### src/rtl/sata_pim_arb.sv
// sata_pim_arb: round-robin owner of one MPMC PIM port shared by SATA DMA engines.
// Optional grant-hold watchdog: define SATA_PIM_ARB_TIMEOUT_EN.
module sata_pim_arb #(
    parameter int C_NUM_PORTS = 2,
    parameter int C_TIMEOUT   = 4095
) (
    input  logic                      sys_clk,
    input  logic                      sys_rst_n,
    input  logic [C_NUM_PORTS-1:0]    arb_req,
    output logic [C_NUM_PORTS-1:0]    arb_gnt,
    input  logic [32*C_NUM_PORTS-1:0] req_Addr,
    input  logic [C_NUM_PORTS-1:0]    req_AddrReq,
    input  logic [C_NUM_PORTS-1:0]    req_RNW,
    input  logic [4*C_NUM_PORTS-1:0]  req_Size,
    input  logic [C_NUM_PORTS-1:0]    req_RdModWr,
    input  logic [C_NUM_PORTS-1:0]    req_RdFIFO_Pop,
    input  logic [C_NUM_PORTS-1:0]    req_RdFIFO_Flush,
    input  logic [32*C_NUM_PORTS-1:0] req_WrFIFO_Data,
    input  logic [4*C_NUM_PORTS-1:0]  req_WrFIFO_BE,
    input  logic [C_NUM_PORTS-1:0]    req_WrFIFO_Push,
    input  logic [C_NUM_PORTS-1:0]    req_WrFIFO_Flush,
    output logic [C_NUM_PORTS-1:0]    req_AddrAck,
    output logic [C_NUM_PORTS-1:0]    req_RdFIFO_Empty,
    output logic [C_NUM_PORTS-1:0]    req_WrFIFO_AlmostFull,
    output logic [31:0]               req_RdFIFO_Data,
    output logic [31:0]               PIM_Addr,
    output logic                      PIM_AddrReq,
    output logic                      PIM_RNW,
    output logic [3:0]                PIM_Size,
    output logic                      PIM_RdModWr,
    output logic                      PIM_RdFIFO_Pop,
    output logic                      PIM_RdFIFO_Flush,
    output logic [31:0]               PIM_WrFIFO_Data,
    output logic [3:0]                PIM_WrFIFO_BE,
    output logic                      PIM_WrFIFO_Push,
    output logic                      PIM_WrFIFO_Flush,
    input  logic                      PIM_AddrAck,
    input  logic                      PIM_RdFIFO_Empty,
    input  logic                      PIM_WrFIFO_Empty,
    input  logic                      PIM_WrFIFO_AlmostFull,
    input  logic                      PIM_InitDone,
    input  logic [31:0]               PIM_RdFIFO_Data,
    output logic [31:0]               arb_state
);

    localparam int N = C_NUM_PORTS;

    typedef enum logic [1:0] {
        IDLE  = 2'd0,
        GRANT = 2'd1,
        GAP   = 2'd2
    } state_t;

    state_t         state_q;
    logic [1:0]     owner_q;
    logic [1:0]     ptr_q;
    logic [N-1:0]   gnt_q;
    logic [7:0]     ack_cnt_q;
    logic           gap_first_q;
    logic           sticky_flush_q;
    logic           sticky_to;
    logic           to_hit;
    logic [N-1:0]   blocked;
    logic [N-1:0]   elig;
    logic [N-1:0]   win_1hot;
    logic [1:0]     win;
    logic           win_ok;
    logic           idle_cyc;

    function automatic logic [1:0] rr_idx(input logic [1:0] p, input int k);
        int j;
        j = int'(p) + k;
        if (j >= N) j = j - N;
        return 2'(j);
    endfunction

    assign elig = arb_req & ~blocked;

    // first eligible requester at or above the pointer, wrapping
    always_comb begin
        win      = '0;
        win_ok   = 1'b0;
        win_1hot = '0;
        for (int k = 0; k < N; k++) begin
            if (!win_ok && elig[rr_idx(ptr_q, k)]) begin
                win_ok = 1'b1;
                win    = rr_idx(ptr_q, k);
            end
        end
        for (int i = 0; i < N; i++) begin
            win_1hot[i] = (win == 2'(i));
        end
    end

    // owner passthrough in GRANT; only flush strobes may be high in GAP
    always_comb begin
        PIM_Addr         = '0;
        PIM_AddrReq      = 1'b0;
        PIM_RNW          = 1'b0;
        PIM_Size         = '0;
        PIM_RdModWr      = 1'b0;
        PIM_RdFIFO_Pop   = 1'b0;
        PIM_RdFIFO_Flush = 1'b0;
        PIM_WrFIFO_Data  = '0;
        PIM_WrFIFO_BE    = '0;
        PIM_WrFIFO_Push  = 1'b0;
        PIM_WrFIFO_Flush = 1'b0;
        if (state_q == GRANT) begin
            PIM_Addr         = req_Addr[32*owner_q +: 32];
            PIM_AddrReq      = req_AddrReq[owner_q];
            PIM_RNW          = req_RNW[owner_q];
            PIM_Size         = req_Size[4*owner_q +: 4];
            PIM_RdModWr      = req_RdModWr[owner_q];
            PIM_RdFIFO_Pop   = req_RdFIFO_Pop[owner_q];
            PIM_RdFIFO_Flush = req_RdFIFO_Flush[owner_q];
            PIM_WrFIFO_Data  = req_WrFIFO_Data[32*owner_q +: 32];
            PIM_WrFIFO_BE    = req_WrFIFO_BE[4*owner_q +: 4];
            PIM_WrFIFO_Push  = req_WrFIFO_Push[owner_q];
            PIM_WrFIFO_Flush = req_WrFIFO_Flush[owner_q];
        end else if (state_q == GAP && gap_first_q) begin
            PIM_RdFIFO_Flush = ~PIM_RdFIFO_Empty;
            PIM_WrFIFO_Flush = ~PIM_WrFIFO_Empty;
        end
    end

    // MPMC status reaches the owner only; others see a busy, empty port
    always_comb begin
        req_AddrAck           = '0;
        req_RdFIFO_Empty      = '1;
        req_WrFIFO_AlmostFull = '1;
        for (int i = 0; i < N; i++) begin
            if (state_q == GRANT && owner_q == 2'(i)) begin
                req_AddrAck[i]           = PIM_AddrAck;
                req_RdFIFO_Empty[i]      = PIM_RdFIFO_Empty;
                req_WrFIFO_AlmostFull[i] = PIM_WrFIFO_AlmostFull;
            end
        end
    end

    assign req_RdFIFO_Data = PIM_RdFIFO_Data;
    assign arb_gnt         = gnt_q;
    assign idle_cyc        = ~PIM_AddrAck & ~PIM_WrFIFO_Push & ~PIM_RdFIFO_Pop;

`ifdef SATA_PIM_ARB_TIMEOUT_EN
    logic [11:0] to_cnt_q;
    logic [N-1:0] blocked_q;
    logic         sticky_to_q;

    assign to_hit = (state_q == GRANT) && arb_req[owner_q] && idle_cyc &&
                    (to_cnt_q == 12'(C_TIMEOUT - 1));
    assign blocked   = blocked_q;
    assign sticky_to = sticky_to_q;

    // idle-grant watchdog; a timed-out port stays blocked until it drops req
    always_ff @(posedge sys_clk or negedge sys_rst_n) begin
        if (!sys_rst_n) begin
            to_cnt_q    <= '0;
            blocked_q   <= '0;
            sticky_to_q <= 1'b0;
        end else begin
            if (state_q != GRANT) to_cnt_q <= '0;
            else if (idle_cyc && to_cnt_q != 12'hFFF) to_cnt_q <= to_cnt_q + 12'd1;
            blocked_q <= (blocked_q & arb_req) | (to_hit ? gnt_q : '0);
            if (to_hit) sticky_to_q <= 1'b1;
        end
    end
`else
    assign to_hit    = 1'b0;
    assign blocked   = '0;
    assign sticky_to = 1'b0;
`endif

    // arbitration, ownership and post-release cleanup sequencing
    always_ff @(posedge sys_clk or negedge sys_rst_n) begin
        if (!sys_rst_n) begin
            state_q        <= IDLE;
            owner_q        <= '0;
            ptr_q          <= '0;
            gnt_q          <= '0;
            ack_cnt_q      <= '0;
            gap_first_q    <= 1'b0;
            sticky_flush_q <= 1'b0;
        end else begin
            unique case (state_q)
                IDLE: begin
                    if (PIM_InitDone && win_ok) begin
                        gnt_q     <= win_1hot;
                        owner_q   <= win;
                        ptr_q     <= rr_idx(win, 1);
                        ack_cnt_q <= '0;
                        state_q   <= GRANT;
                    end
                end
                GRANT: begin
                    if (PIM_AddrAck && ack_cnt_q != 8'hFF) ack_cnt_q <= ack_cnt_q + 8'd1;
                    if (!arb_req[owner_q] || to_hit) begin
                        gnt_q       <= '0;
                        gap_first_q <= 1'b1;
                        state_q     <= GAP;
                    end
                end
                GAP: begin
                    gap_first_q <= 1'b0;
                    if (gap_first_q && (!PIM_RdFIFO_Empty || !PIM_WrFIFO_Empty))
                        sticky_flush_q <= 1'b1;
                    if (PIM_RdFIFO_Empty && PIM_WrFIFO_Empty) state_q <= IDLE;
                end
                default: state_q <= IDLE;
            endcase
        end
    end

    assign arb_state = {14'd0, sticky_to, sticky_flush_q, ack_cnt_q,
                        2'd0, owner_q, 2'd0, state_q};

endmodule

### config.mk
export PLATFORM = sky130hd
export DESIGN_NAME = sata_pim_arb
export DESIGN_NICKNAME = d
export VERILOG_FILES = /design/src/rtl/sata_pim_arb.sv
export SDC_FILE = /design/constraint.sdc
export NUM_CORES = 1
export LEC_CHECK = 0
export CAP_MARGIN = 15
export CORE_AREA = 2 2 136 138
export CTS_CLUSTER_SIZE = 40
export DETAILED_ROUTE_END_ITERATION = 10
export DIE_AREA = 0 0 138 140
export PLACE_DENSITY = 0.52
export SLEW_MARGIN = 15
export SYNTH_ARGS = -nofsm -noshare
export SYNTH_HDL_FRONTEND = slang
export SYNTH_SLANG_ARGS = --single-unit
### constraint.sdc
create_clock -name sys_clk -period 2.95 [get_ports sys_clk]
set_input_delay 0.295 -clock sys_clk [delete_from_list [all_inputs] [get_ports sys_clk]]
set_output_delay 0.295 -clock sys_clk [all_outputs]
set_load 0.1 [all_outputs]
Word-level counts from Yosys, hierarchy flattened
Cells that the tools add are included.

word-level totals
  flip-flop bits (word level) = 18
  bits in latches = 0
  memories = 0
  output and inout port bits = 151
  word-level logic and storage cells = 115
  RAM bits = 0
  bits in read-only memories = 0

operators by class
  divide/modulo/power cells = 0
  magnitude comparators = 6
  equality and inequality tests = 9
  bitwise logic cells = 2
  multipliers = 0
  reduce and logical (&&, ||, !) cells = 23
  muxes and demuxes = 58
  add/sub/neg operators = 6
  shift-type cells = 4

operator list
  kind                                                                    number
  64-bit by 8-bit variable part select with 32-bit output                 2
  32-bit two-way mux                                                      2
  1-bit two-way mux                                                       38
  2-bit two-way mux                                                       10
  8-bit two-way mux                                                       2
  8-bit one-hot mux with 2 select lines                                   1
  8-bit by 5-bit variable part select with 4-bit output                   2
  3-bit AND reduction                                                     3
  8-bit by 1-bit adder with 8-bit output (second input constant)          1
  1-bit logical AND                                                       8
  4-bit two-way mux                                                       2
  8-bit != test (second input constant)                                   1
  2-bit by 1-bit adder with 3-bit output (second input constant)          2
  2-bit by 1-bit equality test with 1-bit output (second input constant)  3
  3-bit by 2-bit >= comparator with 1-bit output (second input constant)  2
  2-bit logical NOT                                                       3
  2-bit less-than comparator (second input constant)                      3
  2-bit one-hot mux with 3 select lines                                   1
  2-bit AND reduction                                                     3
  2-bit subtractor (second input constant)                                3
  2-bit by 1-bit != test with 1-bit output (second input constant)        2
  2-bit != test (second input constant)                                   2
  2-bit one-hot mux with 2 select lines                                   1
  2-bit nonzero test                                                      2
  6 further kinds                                                         9

Depth between registers and ports, before layout
  depth in word-level cells = 11
  mapped depth = 7
  depth with buffers taken out = 6

Least setup slack after synthesis
OpenSTA, ideal clock, no wires.

  path type = reg2out
  from = reg state_q[1]
  to = out PIM_RdFIFO_Flush
  slack = -1.354 ns
  arrival time = 4.009 ns
  cell stages (with the launch flop) = 6
  cells stage by stage = dfrtp_1 inv_1 ha_1 buf_2 clkbuf_1 o31ai_1

on the way
  longest elaborated chain between the ends = 4
  elaborated cells on any way between the ends = 5
  those cells by class = eq/ne (2); mux (2); reduce/logical (1)

ends and longest elaborated chain
  what                    RTL line  source
  start, declared         54        state_t state_q;
  start signal, assigned  176       state_q <= IDLE;
  start signal, assigned  191       state_q <= GRANT;
  start signal, assigned  199       state_q <= GAP;
  2-bit equality test     120       end else if (state_q == GAP && gap_first_q) begin
  1-bit logical AND       120
  1-bit two-way mux       120
  1-bit two-way mux (*)   108       if (state_q == GRANT) begin
  end, declared           32        output logic PIM_RdFIFO_Flush,

Mark *: on every way between the ends. The rest lies on a longest branch, timed or not.

Worst setup path in the final report
  from = reg owner_q[0]
  to = out PIM_WrFIFO_Data[24]

on the way
  longest elaborated chain between the ends = 2

ends and longest elaborated chain
  what                                                     RTL line  source
  start, declared                                          55        logic [1:0] owner_q;
  start signal, assigned                                   188       owner_q <= win;
  64-bit by 8-bit variable part select with 32-bit output  116       PIM_WrFIFO_Data = req_WrFIFO_Data[32*owner_q +: 32];
  32-bit two-way mux                                       108
  end, declared                                            33        output logic [31:0] PIM_WrFIFO_Data,

Every way passes these cells.

==> flow_summary.ini <==
[power_and_ir_drop]
netSwitchingFraction_pct = 63.2
p_sw_mw = 5.36
p_per_area_mw_per_mm2 = 1430
ir_drop_mv = 0.804
p_seq_share_pct = 5.9
leakage_nw = 2.41
combPwrFrac_pct = 90.5
p_int_mw = 3.12
pwr-share-clk_pct = 3.6

[global_route]
grtUsageMet2_pct = 23.7
grt_pass1_wl_mm = 19.3
top_usage_layer = met2
grt_max_degree = 42
grt_util_met1_pct = 14.1
overflow = 0
grt_pass1_vias = 3127
antenna_found_initial = 0
grt_use_total_pct = 12.5
gr-usage-met3_pct = 2.84

[clock_network]
cts_inserted_buffers = 3
cts_resized = 0
ctsHoldBuffers = 0
root_buffer = clkbuf_16
clk_pin_slew_ps = 60
insertion_delay_ps = 260
cts.sinks = 18
cts_tree = done
clockBufferDepth = 2
cts_setup_buffers = 0
htreeDepth = 1

[setup_path]
crit_fanout = 41
timing_worst_setup_path_type = flip-flop to primary output
cp_cell_sequence = and3_2 -> buf_4 -> a22o_2 -> buf_12
arrival_ps = 2160
required_ps = 2650
crit_family = flip-flops
crit_path_end_kind = primary output
slowest_stage = dfrtp_1
worst_path_largest_cell_delay_ps = 730
critPathBufInv = 2
start_kind = flip-flop

[sta]
fin_crit_ps = 2460
setup_viol = 0
whs_ps = 482
fmax_mhz = 407
timing.final.crit_share_pct = 83.3
hold_viol = 0
tightestPinTransition_ps = 823
clock_skew_ps = 6.02
setup_tns_ps = 0
rsz0062_at_grt = no
slew_headroom_pct = 45.0
final-max-slew-violation-count = 0

[floorplan]
num_io_pins = 350
die_x_um = 138
core_area_mm2 = 0.0178
std_cell_rows = 49
start_util_pct = 13.3
fp.dieH_um = 140
dieArea_mm2 = 0.0193

[final_layout]
nFillCells = 1769
area_delta_synth_final_pct = 151
final_layout_size_suffix_gt1_share_pct = 39.8
nets = 702
diodes = 0

[synth]
ys_types = 39
ys_ff_latch = 18
syn_area_per_cell_um2 = 8.46
synthFlopType = dfrtp_1
syn_inst = 280
ys_seq_area_share_pct = 19.0
synth_edf_count = 0
syn_area_mm2 = 0.00237
yosysWarnings = 0
synthArstFlopShare_pct = 100

[drt]
antenna_left = 0
vias = 3031
wl_mm = 12.9
drcViolationCount = 0
dr.pass1.iters = 4
wl_per_cell_um = 17.7
viasPerCell = 4.17
dr.first_iter.drc_count = 68

[run_status]
outcome = completed

[placement]
place_congestion = 0.878
hpwl_mm = 11.0
port_buffers = 266

[flow_run]
cap_violations = 0

[worst_hold_path]
hold_path_class = flip-flop to flip-flop
-- area by class of cell --
class | count | area, um^2 | share of cell area [%]
inverters | 5 | 18.8 | 0.316
multi-input cells | 199 | 1580 | 26.7
clock buffers | 4 | 88.8 | 1.49
flip-flops and latches | 18 | 452 | 7.60
well taps | 229 | 287 | 4.82
repair buffers | 271 | 3510 | 59.1
-- metrics by stage --
step,util [%],area (um^2),power [mW],setup WS [ps],cells
after floorplan,-,2570,5.79,67.0,298
after global placement,32.9,5850,8.19,854,722
after detailed placement,32.9,5850,8.23,759,722
after CTS,33.4,5940,8.55,487,726
after global routing,33.4,5940,8.75,378,726
final,33.4,5940,8.48,493,726
-- layer usage --
metal	part of all wire, %	wire length, um
met4	2.1	268
met5	0	0
met3	6.2	797
met2	54	7010
met1	37	4800
-- synthesized netlist by cell type, types with 2 or more instances --
library cell / count / area (um^2)
buf_4: 59 / 443
nand2b_1: 5 / 31.3
a22o_1: 73 / 639
buf_2: 10 / 50.1
o211ai_1: 3 / 22.5
mux2_2: 4 / 45.0
dfrtp_1: 18 / 450
and2_1: 4 / 25.0
nand3_1: 7 / 35.0
mux2i_1: 6 / 60.1
and3_1: 2 / 12.5
nand2_1: 17 / 63.8
a31oi_1: 2 / 12.5
nor2_1: 5 / 18.8
clkbuf_1: 7 / 26.3
nor2b_1: 7 / 43.8
a21oi_1: 6 / 30.0
o31ai_1: 6 / 45.0
o41ai_1: 2 / 17.5
ha_1: 5 / 62.6
nand4_1: 4 / 25.0
o21ai_0: 4 / 20.0
inv_1: 5 / 18.8
nand4b_1: 4 / 35.0
-- worst reg2reg max path: cells and delay by family (launching register included) --
| family | cells | cell delay (ps) |
|---|---|---|
| buffers and inverters | 2 | 430 |
| adder cells (fa/ha/maj) | 1 | 210 |
| AND/OR/NAND/NOR | 4 | 970 |
| flip-flops | 1 | 420 |
-- final timing paths --
check                                            from                          to  slack (ps)  cells after the start
max                            owner_q[0]$_DFFE_PN0P_         PIM_WrFIFO_Data[24]         490                      4
min                        sticky_flush_q$_DFFE_PN0P_  sticky_flush_q$_DFFE_PN0P_         480                      1
max reg2reg                    state_q[1]$_DFFE_PN0P_    ack_cnt_q[3]$_DFFE_PN0P_         840                      7
min reg2reg                sticky_flush_q$_DFFE_PN0P_  sticky_flush_q$_DFFE_PN0P_         480                      1
max in group asynchronous                   sys_rst_n      state_q[1]$_DFFE_PN0P_        1880                      1
min in group asynchronous                   sys_rst_n      state_q[0]$_DFFE_PN0P_         510                      1
-- cell usage in the layout (no fill, tap or decap), types with 2 or more instances in the layout --
| master | netlist | layout |
|---|---|---|
| nand4_1 | 4 | 4 |
| nor2_1 | 5 | 5 |
| buf_4 | 59 | 20 |
| nand2_1 | 17 | 17 |
| o21ai_0 | 4 | 4 |
| mux2i_1 | 6 | 6 |
| a22o_1 | 73 | 4 |
| o41ai_1 | 2 | 2 |
| clkdlybuf4s50_1 | 0 | 166 |
| inv_1 | 5 | 5 |
| mux2_2 | 4 | 4 |
| o31ai_1 | 6 | 4 |
| and2_1 | 4 | 3 |
| buf_12 | 0 | 85 |
| nor2b_2 | 0 | 5 |
| o31ai_4 | 0 | 2 |
| conb_1 | 1 | 19 |
| nor2b_1 | 7 | 2 |
| nand2b_1 | 5 | 5 |
| a21oi_1 | 6 | 6 |
| a31oi_1 | 2 | 2 |
| a22o_2 | 0 | 69 |
| o211ai_1 | 3 | 3 |
| dfrtp_1 | 18 | 17 |
| nand3_1 | 7 | 7 |
| nand4b_1 | 4 | 4 |
| clkbuf_16 | 0 | 3 |
| ha_1 | 5 | 5 |
-- registers in the layout, indices dropped and copies added (netlist names) --
| name | cells |
|---|---|
| ptr_q | 2 |
| sticky_flush_q | 1 |
| gap_first_q | 1 |
| state_q | 2 |
| owner_q | 2 |
| ack_cnt_q | 8 |
| arb_gnt | 2 |
-- cell families after synthesis --
logic type	Yosys count	share of synthesized area (%)
compound gates	105	36.8
mux	10	4.44
buf+inv	81	22.7
flops	18	19.0
fa+ha+maj	5	2.64
other cells	1	0.158
simple gates	60	14.3
-- power groups by stage --
| stage | combinational [mW] | sequential [mW] | clock [mW] |
|---|---|---|---|
| 6_report | 7.68 | 0.498 | 0.306 |
| 3_5_place_dp | 7.73 | 0.500 | 0 |
| 4_1_cts | 7.74 | 0.498 | 0.312 |
| 3_3_place_gp | 7.70 | 0.492 | 0 |
| 2_1_floorplan | 4.82 | 0.967 | 0 |
| 5_1_grt | 7.90 | 0.520 | 0.328 |
No activity file was read; power rests on OpenSTA's default activity.
